===== src/rtl/fifo_bist_ctrl.sv =====
// Built-in self-test controller for a single-clock width-converting FIFO: writes a
// decrementing pattern, reads it back slice by slice and counts data and flag errors.
module fifo_bist_ctrl #(
    parameter int WR_DATA_WIDTH  = 128,
    parameter int RD_DATA_WIDTH  = 32,
    parameter int WR_DEPTH_WIDTH = 10,
    parameter int RD_LATENCY     = 1,
    parameter int MODE           = 0,
    parameter int ERR_W          = 4
) (
    input  logic                     clk,
    input  logic                     tb_rst,
    input  logic                     start,
    output logic [WR_DATA_WIDTH-1:0] fifo_wr_data,
    output logic                     fifo_wr_en,
    input  logic                     fifo_wr_full,
    output logic                     fifo_rd_en,
    input  logic [RD_DATA_WIDTH-1:0] fifo_rd_data,
    input  logic                     fifo_rd_empty,
    output logic                     busy,
    output logic                     done,
    output logic                     pass,
    output logic [ERR_W-1:0]         err_cnt
);
    localparam int RATIO   = WR_DATA_WIDTH / RD_DATA_WIDTH;
    localparam int RATIO_L = $clog2(RATIO);
    localparam int WC_W    = WR_DEPTH_WIDTH + 1;
    localparam int RC_W    = WR_DEPTH_WIDTH + RATIO_L + 1;
    localparam int GAP_CYC = 4;

    localparam logic [WC_W-1:0] NW = WC_W'(1) << WR_DEPTH_WIDTH;
    localparam logic [RC_W-1:0] NR = RC_W'(1) << (WR_DEPTH_WIDTH + RATIO_L);

    localparam logic [2:0] S_IDLE  = 3'd0;
    localparam logic [2:0] S_WRITE = 3'd1;
    localparam logic [2:0] S_GAP   = 3'd2;
    localparam logic [2:0] S_READ  = 3'd3;
    localparam logic [2:0] S_RUN   = 3'd4;
    localparam logic [2:0] S_FLUSH = 3'd5;
    localparam logic [2:0] S_DONE  = 3'd6;

    logic [2:0]               state;
    logic [WC_W-1:0]          wr_cnt;
    logic [RC_W-1:0]          rd_cnt;
    logic [3:0]               cyc_cnt;
    logic [WR_DATA_WIDTH-1:0] wr_pat;

    logic                     wr_phase;
    logic                     rd_phase;
    logic                     wr_acc;
    logic                     rd_acc;
    logic                     wr_fin;
    logic                     rd_fin;
    logic                     gap_end;
    logic                     flush_end;
    logic                     gap_err;
    logic                     flush_err;
    logic                     mism;
    logic [1:0]               err_inc;

    logic [RD_LATENCY-1:0]    vld_p;
    logic [RD_DATA_WIDTH-1:0] exp_p [RD_LATENCY];

    // Expected read k: slice (k mod RATIO) of pattern word ~k/RATIO, LSB slice first.
    function automatic logic [RD_DATA_WIDTH-1:0] rd_expect(input logic [RC_W-1:0] k);
        logic [WR_DATA_WIDTH-1:0] word;
        logic [RC_W-1:0]          slice;
        word  = ~WR_DATA_WIDTH'(k >> RATIO_L);
        slice = k & RC_W'(RATIO - 1);
        return RD_DATA_WIDTH'(word >> (int'(slice) * RD_DATA_WIDTH));
    endfunction

    function automatic logic [ERR_W-1:0] sat_add(input logic [ERR_W-1:0] a,
                                                 input logic [1:0]       inc);
        logic [ERR_W:0] s;
        s = {1'b0, a} + (ERR_W + 1)'(inc);
        return s[ERR_W] ? '1 : s[ERR_W-1:0];
    endfunction

    assign wr_phase     = (state == S_WRITE) || ((state == S_RUN) && (wr_cnt != NW));
    assign rd_phase     = (state == S_READ)  || ((state == S_RUN) && (rd_cnt != NR));
    assign fifo_wr_en   = wr_phase && !fifo_wr_full;
    assign fifo_rd_en   = rd_phase && !fifo_rd_empty;
    assign fifo_wr_data = wr_phase ? wr_pat : '0;
    assign wr_acc       = fifo_wr_en;
    assign rd_acc       = fifo_rd_en;

    assign wr_fin = (wr_cnt == NW) || (wr_acc && (wr_cnt == NW - WC_W'(1)));
    assign rd_fin = (rd_cnt == NR) || (rd_acc && (rd_cnt == NR - RC_W'(1)));

    assign gap_end   = (state == S_GAP)   && (cyc_cnt == 4'(GAP_CYC - 1));
    assign flush_end = (state == S_FLUSH) && (cyc_cnt == 4'(RD_LATENCY - 1));
    assign gap_err   = (MODE == 0) && gap_end   && !fifo_wr_full;
    assign flush_err = (MODE == 0) && flush_end && !fifo_rd_empty;
    assign mism      = vld_p[RD_LATENCY-1] && (fifo_rd_data != exp_p[RD_LATENCY-1]);
    assign err_inc   = 2'(mism) + 2'(gap_err) + 2'(flush_err);

    assign busy = (state != S_IDLE) && (state != S_DONE);
    assign done = (state == S_DONE);
    assign pass = done && (err_cnt == '0);

    // Read check pipeline: p0 holds the accepted read, last stage lines up with fifo_rd_data
    always_ff @(posedge clk) begin
        exp_p[0] <= rd_expect(rd_cnt);
        for (int i = 1; i < RD_LATENCY; i++) begin
            exp_p[i] <= exp_p[i-1];
        end
    end

    always_ff @(posedge clk or posedge tb_rst) begin
        if (tb_rst) begin
            vld_p <= '0;
        end else begin
            vld_p[0] <= rd_acc;
            for (int i = 1; i < RD_LATENCY; i++) begin
                vld_p[i] <= vld_p[i-1];
            end
        end
    end

    always_ff @(posedge clk or posedge tb_rst) begin
        if (tb_rst) begin
            state   <= S_IDLE;
            wr_cnt  <= '0;
            rd_cnt  <= '0;
            cyc_cnt <= '0;
            wr_pat  <= '1;
            err_cnt <= '0;
        end else begin
            err_cnt <= sat_add(err_cnt, err_inc);
            if (wr_acc) begin
                wr_cnt <= wr_cnt + WC_W'(1);
                wr_pat <= wr_pat - WR_DATA_WIDTH'(1);
            end
            if (rd_acc) begin
                rd_cnt <= rd_cnt + RC_W'(1);
            end
            case (state)
                S_IDLE, S_DONE: begin
                    if (start) begin
                        state   <= (MODE != 0) ? S_RUN : S_WRITE;
                        wr_cnt  <= '0;
                        rd_cnt  <= '0;
                        cyc_cnt <= '0;
                        wr_pat  <= '1;
                        err_cnt <= '0;
                    end
                end
                S_WRITE: begin
                    if (wr_fin) begin
                        state   <= S_GAP;
                        cyc_cnt <= '0;
                    end
                end
                S_GAP: begin
                    if (gap_end) begin
                        state   <= S_READ;
                        cyc_cnt <= '0;
                    end else begin
                        cyc_cnt <= cyc_cnt + 4'd1;
                    end
                end
                S_READ: begin
                    if (rd_fin) begin
                        state   <= S_FLUSH;
                        cyc_cnt <= '0;
                    end
                end
                S_RUN: begin
                    if (wr_fin && rd_fin) begin
                        state   <= S_FLUSH;
                        cyc_cnt <= '0;
                    end
                end
                S_FLUSH: begin
                    if (flush_end) begin
                        state <= S_DONE;
                    end else begin
                        cyc_cnt <= cyc_cnt + 4'd1;
                    end
                end
                default: state <= S_IDLE;
            endcase
        end
    end
endmodule


===== config.mk =====
export PLATFORM = sky130hd
export DESIGN_NAME = fifo_bist_ctrl
export DESIGN_NICKNAME = d
export VERILOG_FILES = /design/src/rtl/fifo_bist_ctrl.sv
export SDC_FILE = /design/constraint.sdc
export NUM_CORES = 1
export LEC_CHECK = 0
export CORE_ASPECT_RATIO = 0.5
export CORE_MARGIN = 3
export CORE_UTILIZATION = 49
export DETAILED_ROUTE_END_ITERATION = 8
export HOLD_SLACK_MARGIN = 0.02
export PLACE_DENSITY_LB_ADDON = 0.2
export SLEW_MARGIN = 40
export SYNTH_ARGS = -nofsm -noshare
export SYNTH_HDL_FRONTEND = slang
export SYNTH_SLANG_ARGS = --single-unit
export TNS_END_PERCENT = 100

===== constraint.sdc =====
create_clock -name clk -period 4.3 [get_ports clk]
set_input_delay 0.43 -clock clk [delete_from_list [all_inputs] [get_ports clk]]
set_output_delay 0.43 -clock clk [all_outputs]
set_load 0.005 [all_outputs]

==> results of run 1 <==
==> kinds of logic after synthesis <==
family / after synthesis / synth area share (%)
compound gates: 120 / 7.51
fa+ha+maj: 11 / 1.45
mux: 2 / 0.201
xor+xnor: 95 / 7.88
buf+inv: 97 / 3.49
flops: 175 / 42.4
simple gates: 703 / 37.0
==> power by group through the flow <==
stage                     combinational (mW)  clock [mW]  sequential, mW
after floorplan                         1.45           0            1.81
after global placement                  3.46           0            1.85
after detailed placement                3.52           0            1.86
after CTS                               3.53        1.58            1.84
after global routing                    3.80        1.64            1.85
final                                   3.48        1.56            1.84
==> worst paths after layout <==
check                           slack (ps)           endpoint  cells after the start
worst max-delay path                   480  fifo_wr_data[101]                      9
worst min-delay path                   380         cyc_cnt[3]                      2
worst max register to register         820         wr_pat[99]                      6
worst min register to register         500       exp_p[0][10]                      1
max in group asynchronous             2870         wr_pat[93]                      4
min in group clk                       500       exp_p[0][10]                      1
==> cell usage in the layout (no fill, tap or decap), drive strengths merged, types with 7 or more instances in the layout <==
| cell | synthesis | final |
|---|---|---|
| clkdlybuf4s50 | 0 | 173 |
| dfstp | 128 | 128 |
| and2 | 124 | 124 |
| nand2 | 119 | 119 |
| nor2 | 82 | 82 |
| nand3 | 72 | 72 |
| xor2 | 67 | 67 |
| nor3 | 62 | 62 |
| or4 | 53 | 53 |
| nand4 | 44 | 44 |
| nor4 | 38 | 38 |
| o21ai | 36 | 36 |
| dfrtp | 36 | 36 |
| or3 | 35 | 35 |
| xnor2 | 28 | 28 |
| o31ai | 27 | 27 |
| inv | 28 | 27 |
| buf | 5 | 24 |
| clkbuf | 64 | 24 |
| a21oi | 19 | 19 |
| and3 | 14 | 14 |
| dfxtp | 11 | 11 |
| and4 | 10 | 10 |
| or2 | 10 | 10 |
| nand4b | 9 | 9 |
| ha | 9 | 9 |
| nand3b | 7 | 7 |
==> cell type report <==
| class | instances | area share, % |
|---|---|---|
| tap | 273 | 2.58 |
| clock buffer | 24 | 3.87 |
| multi-input combinational | 931 | 43.6 |
| inverter | 28 | 0.821 |
| timing repair buffer | 197 | 14.8 |
| sequential | 175 | 33.8 |
| clock inverter | 8 | 0.585 |
==> through the flow <==
| stage | power (mW) | instances | util, % | hold WS (ps) | setup WS [ps] |
|---|---|---|---|---|---|
| floorplan | 3.26 | 1203 | - | 437 | 1250 |
| global placement | 5.31 | 1603 | 60.5 | 488 | 732 |
| detailed placement | 5.38 | 1604 | 60.7 | 491 | 828 |
| CTS | 6.95 | 1636 | 63.5 | 390 | 430 |
| global route | 7.30 | 1636 | 63.6 | 406 | 150 |
| finish | 6.88 | 1636 | 63.6 | 376 | 475 |
==> worst reg2reg max path: cells and delay by family, from the launching register on <==
kind | cells | cell delay, ps
AND/OR/NAND/NOR | 5 | 2700
flip-flops | 1 | 380
AO/OA/AOI/OAI | 1 | 300
==> flip-flops by register name (all words and copies together) (netlist names) <==
signal / count
wr_pat: 128
err_cnt: 4
wr_cnt: 11
rd_cnt: 13
state: 3
cyc_cnt: 4
vld_p: 1
exp_p: 11
==> per-layer routing <==
| layer | vias up | part of all wire [%] | GRT usage, % |
|---|---|---|---|
| met1 | 4773 | 43 | 34.3 |
| met4 | 0 | 1.3 | 7.72 |
| li1 | 4585 | - | - |
| met3 | 41 | 6.4 | 4.33 |
| met2 | 348 | 49 | 44.7 |
| met5 | - | 0 | 0 |
==> summary.md, run 1 <==
| Metric | Value |
|---|---|
| Cell area after layout | `13,300 µm²` |
| Mapped Nets | `1,251` |
| Switching share of power | `31.9%` |
| Area Growth Syn to Fin | `25.5%` |
| Post-synth ARST share | `93.7%` |
| Post-CTS setup buffer count | `0` |
| Pwr dens | `519 nW/µm²` |
| Largest stage delay, worst path | `570 ps` |
| Final Setup Violations | `0` |
| Slowest CP cell | `nor2_4` |
| Seq/Total Area, Yosys | `42.4%` |
| Die H | `110 µm` |
| Port Buffers | `173` |
| Clock Latency Late Sink | `440 ps` |
| Logic pwr share | `50.5%` |
| Share of the synthesized area in the top cell type | `31.8%` |
| RD Place Congestion | `0.883` |
| Fillers | `1,737` |
| Post-Syn Instances | `1,203` |
| Dpl cell area | `12,600 µm²` |
| Crit. Startpoint | `wr_cnt[0]` |
| CP required | `3870 ps` |
| Number of I/O pins | `174` |
| Rows | `37` |
| Aggregate negative setup slack | `0 ps` |
| CTS buffer count | `17` |
| Full die area | `23,500 µm²` |
| Fin crit share | `89.0%` |
| Max clock buf depth | `2` |
| Crit-path max FO | `74` |
| Top post-synthesis cells by count | `dfstp_2 (128), and2_1 (123), nand2_1 (119), nor2_1 (82), nand3_1 (72)` |
| Crit path cell chain | `inv_1 > ha_1 > nor4b_1 > nand3_1 > a21oi_1 > nor2_4 > buf_4 > and2_1 > clkdlybuf4s50_1` |
| Worst-Margin Slew | `799 ps` |
| Total net switching power | `2.19 mW` |
| First-pass detailed-route iteration total | `5` |
| Register area | `4480 µm²` |
| Vias | `9,747` |
| WL final | `30.2 mm` |
| Synth top area cells | `dfstp_2 (32%), dfrtp_1 (8.5%), and2_1 (7.3%)` |
| CP Data Arrival Time | `3390 ps` |
| Seq pwr share | `26.8%` |
| Clock Skew | `10.4 ps` |
| Initial Util | `50.7%` |
| CTS tree | `done` |
| Synth Warn # | `0` |
| Syn Area/Cell | `8.78 µm²` |
| Clk sinks | `175` |
| Count of state elements after synthesis | `175` |
| WL/cell | `18.4 µm` |
| Fmax | `0.261 GHz` |
| Critical setup path kind | `flop to output port` |
| Top Family by Delay on Critical Path | `buffers and inverters` |
| Most frequent cell after synthesis | `dfstp_2` |
| Share of layout cells above drive strength 1 | `16.1%` |
| Layout Nets | `1,398` |
| Area of the multi-input gates | `5770 µm²` |
| Vias in the first global route | `9,449` |
| Endpoint class of the critical path | `output port` |
| Clk pwr share | `22.7%` |
| Top FF cell, synth | `dfstp_2` |
| Fin. Hold Viols | `0` |
| First DRT Iteration DRCs | `706` |
| Core area | `20,800 µm²` |
| Worst VDD drop | `0.347 mV` |
| Final global-route overflow total | `0` |
| Rel. slew slack | `46.3%` |
| Htree depth | `4` |
| EDFF count, synth | `0` |
| Worst path bufs/invs | `3` |
| Leakage power | `4.50 nW` |
| Post-CTS sizing | `0` |
| Synth Cell Area | `10,600 µm²` |
| Largest area contributor in the netlist | `dfstp_2` |
| Root buffer cell | `clkbuf_16` |
| Worst min-delay path class | `input pin to async pin` |
| DIE WIDTH | `214 µm` |
| Critical path startpoint category | `flop` |
| Hold_buf cts | `0` |
| Tmin final | `3820 ps` |
| Final antenna-violating net count | `0` |
| Max_cap viols | `0` |
| Unrepaired setup endpoints after global routing | `no` |
| Largest net degree at the start of global routing | `75` |
| # diodes | `0` |
| Max-slew violations | `0` |
| Worst-path clk slew | `70 ps` |
| Cell variety after synth | `63` |
| Int Pwr | `4.69 mW` |
| Reg2Reg Launch Point | `wr_pat[16]` |
| Vias per std cell | `5.96` |
| Status | `completed` |
| Initial antenna violation count | `0` |
| Total GRT Usage | `26.0%` |
| DRC errors left | `0` |
| Dpl hpwl | `21.6 mm` |
| First-pass GRT wire length | `48.7 mm` |
Note: power is estimated with default switching activity, not from simulation.
==> run 2: changes to the inputs <==
--- a/config.mk
+++ b/config.mk
@@ -5,12 +5,14 @@
 export SDC_FILE = /design/constraint.sdc
 export NUM_CORES = 1
 export LEC_CHECK = 0
+export ABC_CLOCK_PERIOD_IN_PS = 4300
 export CORE_ASPECT_RATIO = 0.5
 export CORE_MARGIN = 3
 export CORE_UTILIZATION = 49
 export DETAILED_ROUTE_END_ITERATION = 8
 export HOLD_SLACK_MARGIN = 0.02
 export PLACE_DENSITY_LB_ADDON = 0.2
+export RECOVER_POWER = 100
 export SLEW_MARGIN = 40
 export SYNTH_ARGS = -nofsm -noshare
 export SYNTH_HDL_FRONTEND = slang
==> run 2 against run 1 <==
Against the previous run:
- the flow now finishes with violations (max-capacitance violations, max-slew violations)
- sequential share of layout area grew 0.28 points
- clock-buffer cell count is the same
- combinational power decreased by 6.6%
- critical path depth shrank 3
- final area shrank 0.82%
- register-to-register slack worse by 510 ps
- global-route usage unchanged
- wire length about the same
- worst setup slack worse by 160 ps
- hold slack gained 130 ps
- clock skew rose by 1.0 ps
==> summary.md, run 2 (synthesis gave the netlist of run 1 again) <==
| Metric | Value |
|---|---|
| WL/cell | `18.4 µm (about the same)` |
| Met3 global-route usage | `4.33% (unchanged)` |
| Status | `finished with violations` |
| Slowest CP cell | `nor4_1` |
| RD Place Congestion | `0.883 (unchanged)` |
| Crit path cell chain | `or4_1 > or4_1 > nor4_1 > nand4_1 > o21ai_0 > or3b_2` |
| First-pass detailed-route iteration total | `5 (unchanged)` |
| Total GRT Usage | `26.0% (unchanged)` |
| DRC errors left | `0 (unchanged)` |
| CTS tree | `done` |
| Max clock buf depth | `2 (unchanged)` |
| Reg2Reg Depth | `6 (unchanged)` |
| R2R Setup Slk | `310 ps (-510 ps)` |
| Most flop-heavy register | `wr_pat` |
| Post-CTS sizing | `0 (unchanged)` |
| # diodes | `0 (unchanged)` |
| Clk sinks | `175 (unchanged)` |
| Worst VDD drop | `0.346 mV (-0.46%)` |
| Initial antenna violation count | `0 (unchanged)` |
| Most Frequent Cell on Critical Path | `or4_1` |
| Pwr dens | `506 nW/µm² (-2.4%)` |
| Htree depth | `4 (unchanged)` |
| Vias in the first global route | `9,449 (unchanged)` |
| Fillers | `1,760 (+1.3%)` |
| Crit-path max FO | `6 (-92%)` |
| Layout Nets | `1,398 (unchanged)` |
| Worst-Margin Slew | `2250 ps (+1450 ps)` |
| Busiest grt layer | `met2` |
| Root buffer cell | `clkbuf_16` |
| Max_cap viols | `3 (+3)` |
| Share of layout cells above drive strength 1 | `15.0% (-1.0 points)` |
| CP Data Arrival Time | `4340 ps (+950 ps)` |
| Hold_buf cts | `0 (unchanged)` |
| Unrepaired setup endpoints after global routing | `no` |
| Rows | `37 (unchanged)` |
| M2 GR Usage | `44.7% (unchanged)` |
| Area Growth Syn to Fin | `24.5%` |
| Initial Util | `50.7% (unchanged)` |
| Aggregate negative setup slack | `0 ps (unchanged)` |
| Final global-route overflow total | `0 (unchanged)` |
| Port Buffers | `173 (unchanged)` |
| Leakage power | `4.55 nW (+1.1%)` |
| Dpl hpwl | `21.6 mm (unchanged)` |
| Rel. slew slack | `-50.6% (-97 points)` |
| Endpoint class of the critical path | `flop` |
| Largest stage delay, worst path | `1140 ps (+570 ps)` |
| Vias | `9,757 (+0.10%)` |
| Critical setup path kind | `flop to flop` |
| First-pass GRT wire length | `48.7 mm (unchanged)` |
| Fin crit share | `92.8% (+3.8 points)` |
| Clock Skew | `11.5 ps (+1.03 ps)` |
| Critical path startpoint category | `flop` |
| Final Setup Violations | `0 (unchanged)` |
| Tmin final | `3990 ps (+163 ps)` |
| WL final | `30.2 mm (about the same)` |
| Min-delay src | `rd_cnt[12]` |
| Failing checks | `max-capacitance violations, max-slew violations` |
| Fin. Hold Viols | `0 (unchanged)` |
| Top flop regs | `wr_pat: 128 flops, rd_cnt: 13 flops` |
| Max-slew violations | `113 (+113)` |
| CTS buffer count | `17 (unchanged)` |
| Max reg flops | `128 (unchanged)` |
| Largest net degree at the start of global routing | `75 (unchanged)` |
| Die H | `110 µm (unchanged)` |
| CP required | `4650 ps (+780 ps)` |
| Core area | `20,800 µm² (unchanged)` |
| Sink of the worst hold path | `exp_p[0][10]` |
| Fmax | `0.251 GHz (-4.1%)` |
| First DRT Iteration DRCs | `744 (+5.4%)` |
| Hold depth | `1` |
| Most common cell after layout, fill and taps aside | `dfstp_2` |
| DIE WIDTH | `214 µm (unchanged)` |
| Reg2Reg Launch Point | `wr_pat[16]` |
| Post-CTS setup buffer count | `0 (unchanged)` |
| Full die area | `23,500 µm² (unchanged)` |
| Worst-path clk slew | `70 ps (about the same)` |
| Final Util | `63.1% (-0.52 points)` |
| FF-to-FF End | `wr_pat[99]` |
| Met1 Use GR | `34.3% (unchanged)` |
| Clock Latency Late Sink | `440 ps (about the same)` |
| Vias per std cell | `5.96 (+0.10%)` |
| Number of I/O pins | `174 (unchanged)` |
| Final antenna-violating net count | `0 (unchanged)` |
| Worst min-delay path class | `flop to flop` |
| Commonest non-fill, non-tap cells in the layout | `dfstp_2 (126), nand2_1 (119), clkdlybuf4s50_1 (102), nor2_1 (80), and2_1 (75)` |
==> run 2: cell types whose count changed in the layout (fill, tap and decap cells not counted), sizes merged <==
cell           delta
dlygate4sd3      +71
buf              -10
clkdlybuf4s50    -71
clkbuf           +10
==> run 2: worst max-delay path by stage <==
stage                     from                end  slack [ps]  cells past startpoint
3_3_place_gp        wr_pat[68]        wr_pat[103]         730                      6
4_1_cts              wr_cnt[0]   fifo_wr_data[10]         430                      9
5_1_grt              wr_cnt[0]  fifo_wr_data[125]          70                      9
3_5_place_dp   fifo_rd_data[5]         err_cnt[1]         830                     11
6_report            wr_pat[16]         wr_pat[99]         310                      6
2_1_floorplan       wr_pat[48]        wr_pat[127]        1250                      8
==> run 2: final cells by class <==
type	count	area (µm²)	area share (%)
well taps	273	342	2.60
clock inverters	8	77.6	0.590
repair buffers	197	1880	14.3
inverters	28	106	0.809
clock buffers	24	513	3.90
flip-flops and latches	175	4480	34.1
multi-input cells	931	5750	43.7
==> run 2: metrics by stage <==
stage	power [mW]	hold WS (ps)	setup slack [ps]	cell area, µm²	cells
6_report	6.66	505	312	13100	1636
5_1_grt	7.08	530	74.9	13100	1636
4_1_cts	6.95	390	430	13200	1636
3_5_place_dp	5.38	491	828	12600	1604
3_3_place_gp	5.31	488	732	12600	1603
2_1_floorplan	3.26	437	1250	10600	1203
==> run 2: per-layer routing <==
layer / wire length, µm / vias to the layer above / share of wire (%)
li1: - / 4586 / -
met5: 0 / - / 0
met2: 14900 / 331 / 49
met3: 1860 / 47 / 6.2
met4: 467 / 0 / 1.5
met1: 13000 / 4793 / 43
==> run 2: report_power, final <==
| part | internal [mW] | switching (mW) |
|---|---|---|
| logic | 1.86 | 1.40 |
| registers | 1.73 | 0.107 |
| clock network | 0.894 | 0.671 |
==> run 2: worst max-delay path, delay by kind of cell (launching register included) <==
family	cells	cell delay (ps)
AO/OA/AOI/OAI	1	300
flip-flops	1	390
AND/OR/NAND/NOR	5	3220
==> run 3: changes to the inputs <==
--- a/config.mk
+++ b/config.mk
@@ -9,10 +9,12 @@
 export CORE_ASPECT_RATIO = 0.5
 export CORE_MARGIN = 3
 export CORE_UTILIZATION = 49
+export CTS_CLUSTER_SIZE = 40
 export DETAILED_ROUTE_END_ITERATION = 8
 export HOLD_SLACK_MARGIN = 0.02
 export PLACE_DENSITY_LB_ADDON = 0.2
 export RECOVER_POWER = 100
+export REMOVE_ABC_BUFFERS = 1
 export SLEW_MARGIN = 40
 export SYNTH_ARGS = -nofsm -noshare
 export SYNTH_HDL_FRONTEND = slang
==> run 3 against run 2 <==
Against the previous run:
- the run still ends with max-capacitance violations, max-slew violations left
- critical endpoint is now fifo_wr_data[95]
- sequential cell count did not move
- cell count is 0.12% lower
- sequential share of layout area about the same
- clock-buffer cell count is 2 lower
- hold slack better by 5.7 ps
- non-clock buffer count fell by 2
- highest routed layer unchanged
- final area decreased by 0.11%
- total power is 0.82% lower
- critical path type is now flop to output port
- worst setup slack improved by 95 ps
- register-to-register slack better by 140 ps
- utilization is 0.072 points lower
- largest cell class unchanged
- clock skew rose by 1.0 ps
==> summary.md, run 3 (synthesis gave the netlist of run 1 again) <==
| Metric | Value |
|---|---|
| Max clock buf depth | `2 (unchanged)` |
| Crit-path max FO | `10 (+4)` |
| Layout Nets | `1,396 (-0.14%)` |
| Final global-route overflow total | `0 (unchanged)` |
| Share of layout cells above drive strength 1 | `15.1% (+0.096 points)` |
| Busiest grt layer | `met2` |
| Worst min-delay path class | `flop to flop` |
| Rel. slew slack | `-55.3% (-4.6 points)` |
| Clock Skew | `12.5 ps (+0.996 ps)` |
| First-pass GRT wire length | `49.4 mm (+1.4%)` |
| Most flop-heavy register | `wr_pat` |
| CTS buffer count | `17 (unchanged)` |
| Max reg flops | `128 (unchanged)` |
| R2R Setup Slk | `450 ps (+140 ps)` |
| Aggregate negative setup slack | `0 ps (unchanged)` |
| Final std cells w/o fill | `1,634 (-0.12%)` |
| Worst-path clk slew | `70 ps (about the same)` |
| Die H | `110 µm (unchanged)` |
| WL final | `30.4 mm (+0.89%)` |
| Initial antenna violation count | `0 (unchanged)` |
| Vias | `9,911 (+1.6%)` |
| Final Setup Violations | `0 (unchanged)` |
| Port Buffers | `173 (unchanged)` |
| RD Place Congestion | `0.859 (-2.8%)` |
| Max-slew violations | `199 (+76%)` |
| Area Growth Syn to Fin | `24.3%` |
| Int Pwr | `4.44 mW (-1.0%)` |
| Pre-CTS setup slack | `832 ps (+4.57 ps)` |
| Dpl hpwl | `21.5 mm (-0.40%)` |
| Core area | `20,800 µm² (unchanged)` |
| CP Data Arrival Time | `3460 ps (-880 ps)` |
| Unrepaired setup endpoints after global routing | `no` |
| Largest net degree at the start of global routing | `109 (+45%)` |
| Total net switching power | `2.16 mW (-0.41%)` |
| Root buffer cell | `clkbuf_16` |
| Hold depth | `2 (+1)` |
| Commonest non-fill, non-tap cells in the layout | `dfstp_2 (126), nand2_1 (118), clkdlybuf4s50_1 (109), and2_1 (89), nor2_1 (80)` |
| First DRT Iteration DRCs | `671 (-9.8%)` |
| Clk pwr share | `22.9% (-0.6 points)` |
| Fin. Hold Viols | `0 (unchanged)` |
| Dpl cells | `1,602 (-0.12%)` |
| Logic pwr share | `48.9% (about the same)` |
| # diodes | `0 (unchanged)` |
| Fin worst setup slack | `407 ps (+95.4 ps)` |
| Vias per std cell | `6.07 (+1.7%)` |
| Worst-Margin Slew | `2330 ps (+74.8 ps)` |
| First-pass detailed-route iteration total | `8 (+3)` |
| Post-CTS sizing | `0 (unchanged)` |
| Endpoint class of the critical path | `output port` |
| Status | `finished with violations` |
| Critical setup path kind | `flop to output port` |
| Number of I/O pins | `174 (unchanged)` |
| Register area | `4480 µm² (unchanged)` |
| Post-CTS setup buffer count | `0 (unchanged)` |
| DRC errors left | `0 (unchanged)` |
| Vias in the first global route | `9,593 (+1.5%)` |
| DIE WIDTH | `214 µm (unchanged)` |
| Fin crit share | `90.5% (-2.2 points)` |
| Tmin final | `3890 ps (-95.4 ps)` |
| Top flop regs | `wr_pat: 128 flops, rd_cnt: 13 flops` |
| WL/cell | `18.6 µm (+1.0%)` |
| Worst VDD drop | `0.275 mV (-20%)` |
| Fmax | `0.257 GHz (+2.5%)` |
| Met3 global-route usage | `4.93% (+0.60 points)` |
| Leakage power | `4.54 nW (-0.16%)` |
| Hold_buf cts | `0 (unchanged)` |
| CP required | `3870 ps (-780 ps)` |
| M2 GR Usage | `43.8% (-0.87 points)` |
| Most common cell after layout, fill and taps aside | `dfstp_2` |
| Fillers | `1,742 (-1.0%)` |
| Total GRT Usage | `26.5% (+0.47 points)` |
| Initial Util | `50.7% (unchanged)` |
| Met1 Use GR | `36.0% (+1.7 points)` |
| Seq pwr share | `28.2% (+0.6 points)` |
| Critical path startpoint category | `flop` |
| Reg2Reg Depth | `7 (+1)` |
| Final Util | `63.0% (-0.072 points)` |
| Htree depth | `4 (unchanged)` |
| Pwr dens | `503 nW/µm² (-0.70%)` |
| CTS tree | `done` |
| Max_cap viols | `2 (-1)` |
| Rows | `37 (unchanged)` |
| Clock Latency Late Sink | `440 ps (about the same)` |
| Switching share of power | `32.8% (+0.13 points)` |
| Full die area | `23,500 µm² (unchanged)` |
| Clk sinks | `175 (unchanged)` |
| Tot Pwr | `6.60 mW (-0.82%)` |
| Failing checks | `max-capacitance violations, max-slew violations` |
| Final antenna-violating net count | `0 (unchanged)` |
| Area of the multi-input gates | `5760 µm² (+0.26%)` |
[run 3: power by group through the flow]
stage	sequential (mW)	combinational, mW	clock, mW
after floorplan	1.85	1.33	0
after global placement	1.87	3.38	0
after detailed placement	1.88	3.48	0
after CTS	1.86	3.49	1.52
after global routing	1.87	3.57	1.59
final	1.86	3.23	1.51
[run 3: per-layer routing]
| layer | part of all wire (%) | up-vias |
|---|---|---|
| met1 | 44 | 4902 |
| met5 | 0 | - |
| met2 | 48 | 369 |
| li1 | - | 4593 |
| met3 | 6.2 | 47 |
| met4 | 1.4 | 0 |
[run 3: layout make-up]
cell class	count	share of cell area, %
clock buffer	22	3.53
multi-input combinational	931	43.9
timing repair buffer	195	14.3
clock inverter	10	0.686
sequential	175	34.1
inverter	28	0.829
tap	273	2.60
[run 3: stage by stage]
| stage | instance area, µm² | hold WS (ps) |
|---|---|---|
| after floorplan | 10300 | 437 |
| after global placement | 12600 | 487 |
| after detailed placement | 12600 | 504 |
| after CTS | 13200 | 515 |
| after global routing | 13100 | 536 |
| final | 13100 | 511 |
[run 3: worst paths after layout]
kind | from | endpoint
max in group asynchronous | tb_rst | wr_pat[125]
min in group asynchronous | tb_rst | rd_cnt[4]
hold / removal | wr_pat[127] | wr_pat[127]
setup reg to reg | wr_pat[16] | wr_pat[116]
hold reg to reg | wr_pat[127] | wr_pat[127]
setup / recovery | wr_cnt[0] | fifo_wr_data[95]
[run 3: worst max-delay path, stage by stage (launching register included)]
cell and delay [ps]:
dfrtp_1 410, inv_1 70, ha_1 130, nor4b_1 440, nand3_1 220, a21oi_1 350
clkbuf_1 540, nor3_1 210, dlygate4sd3_1 650
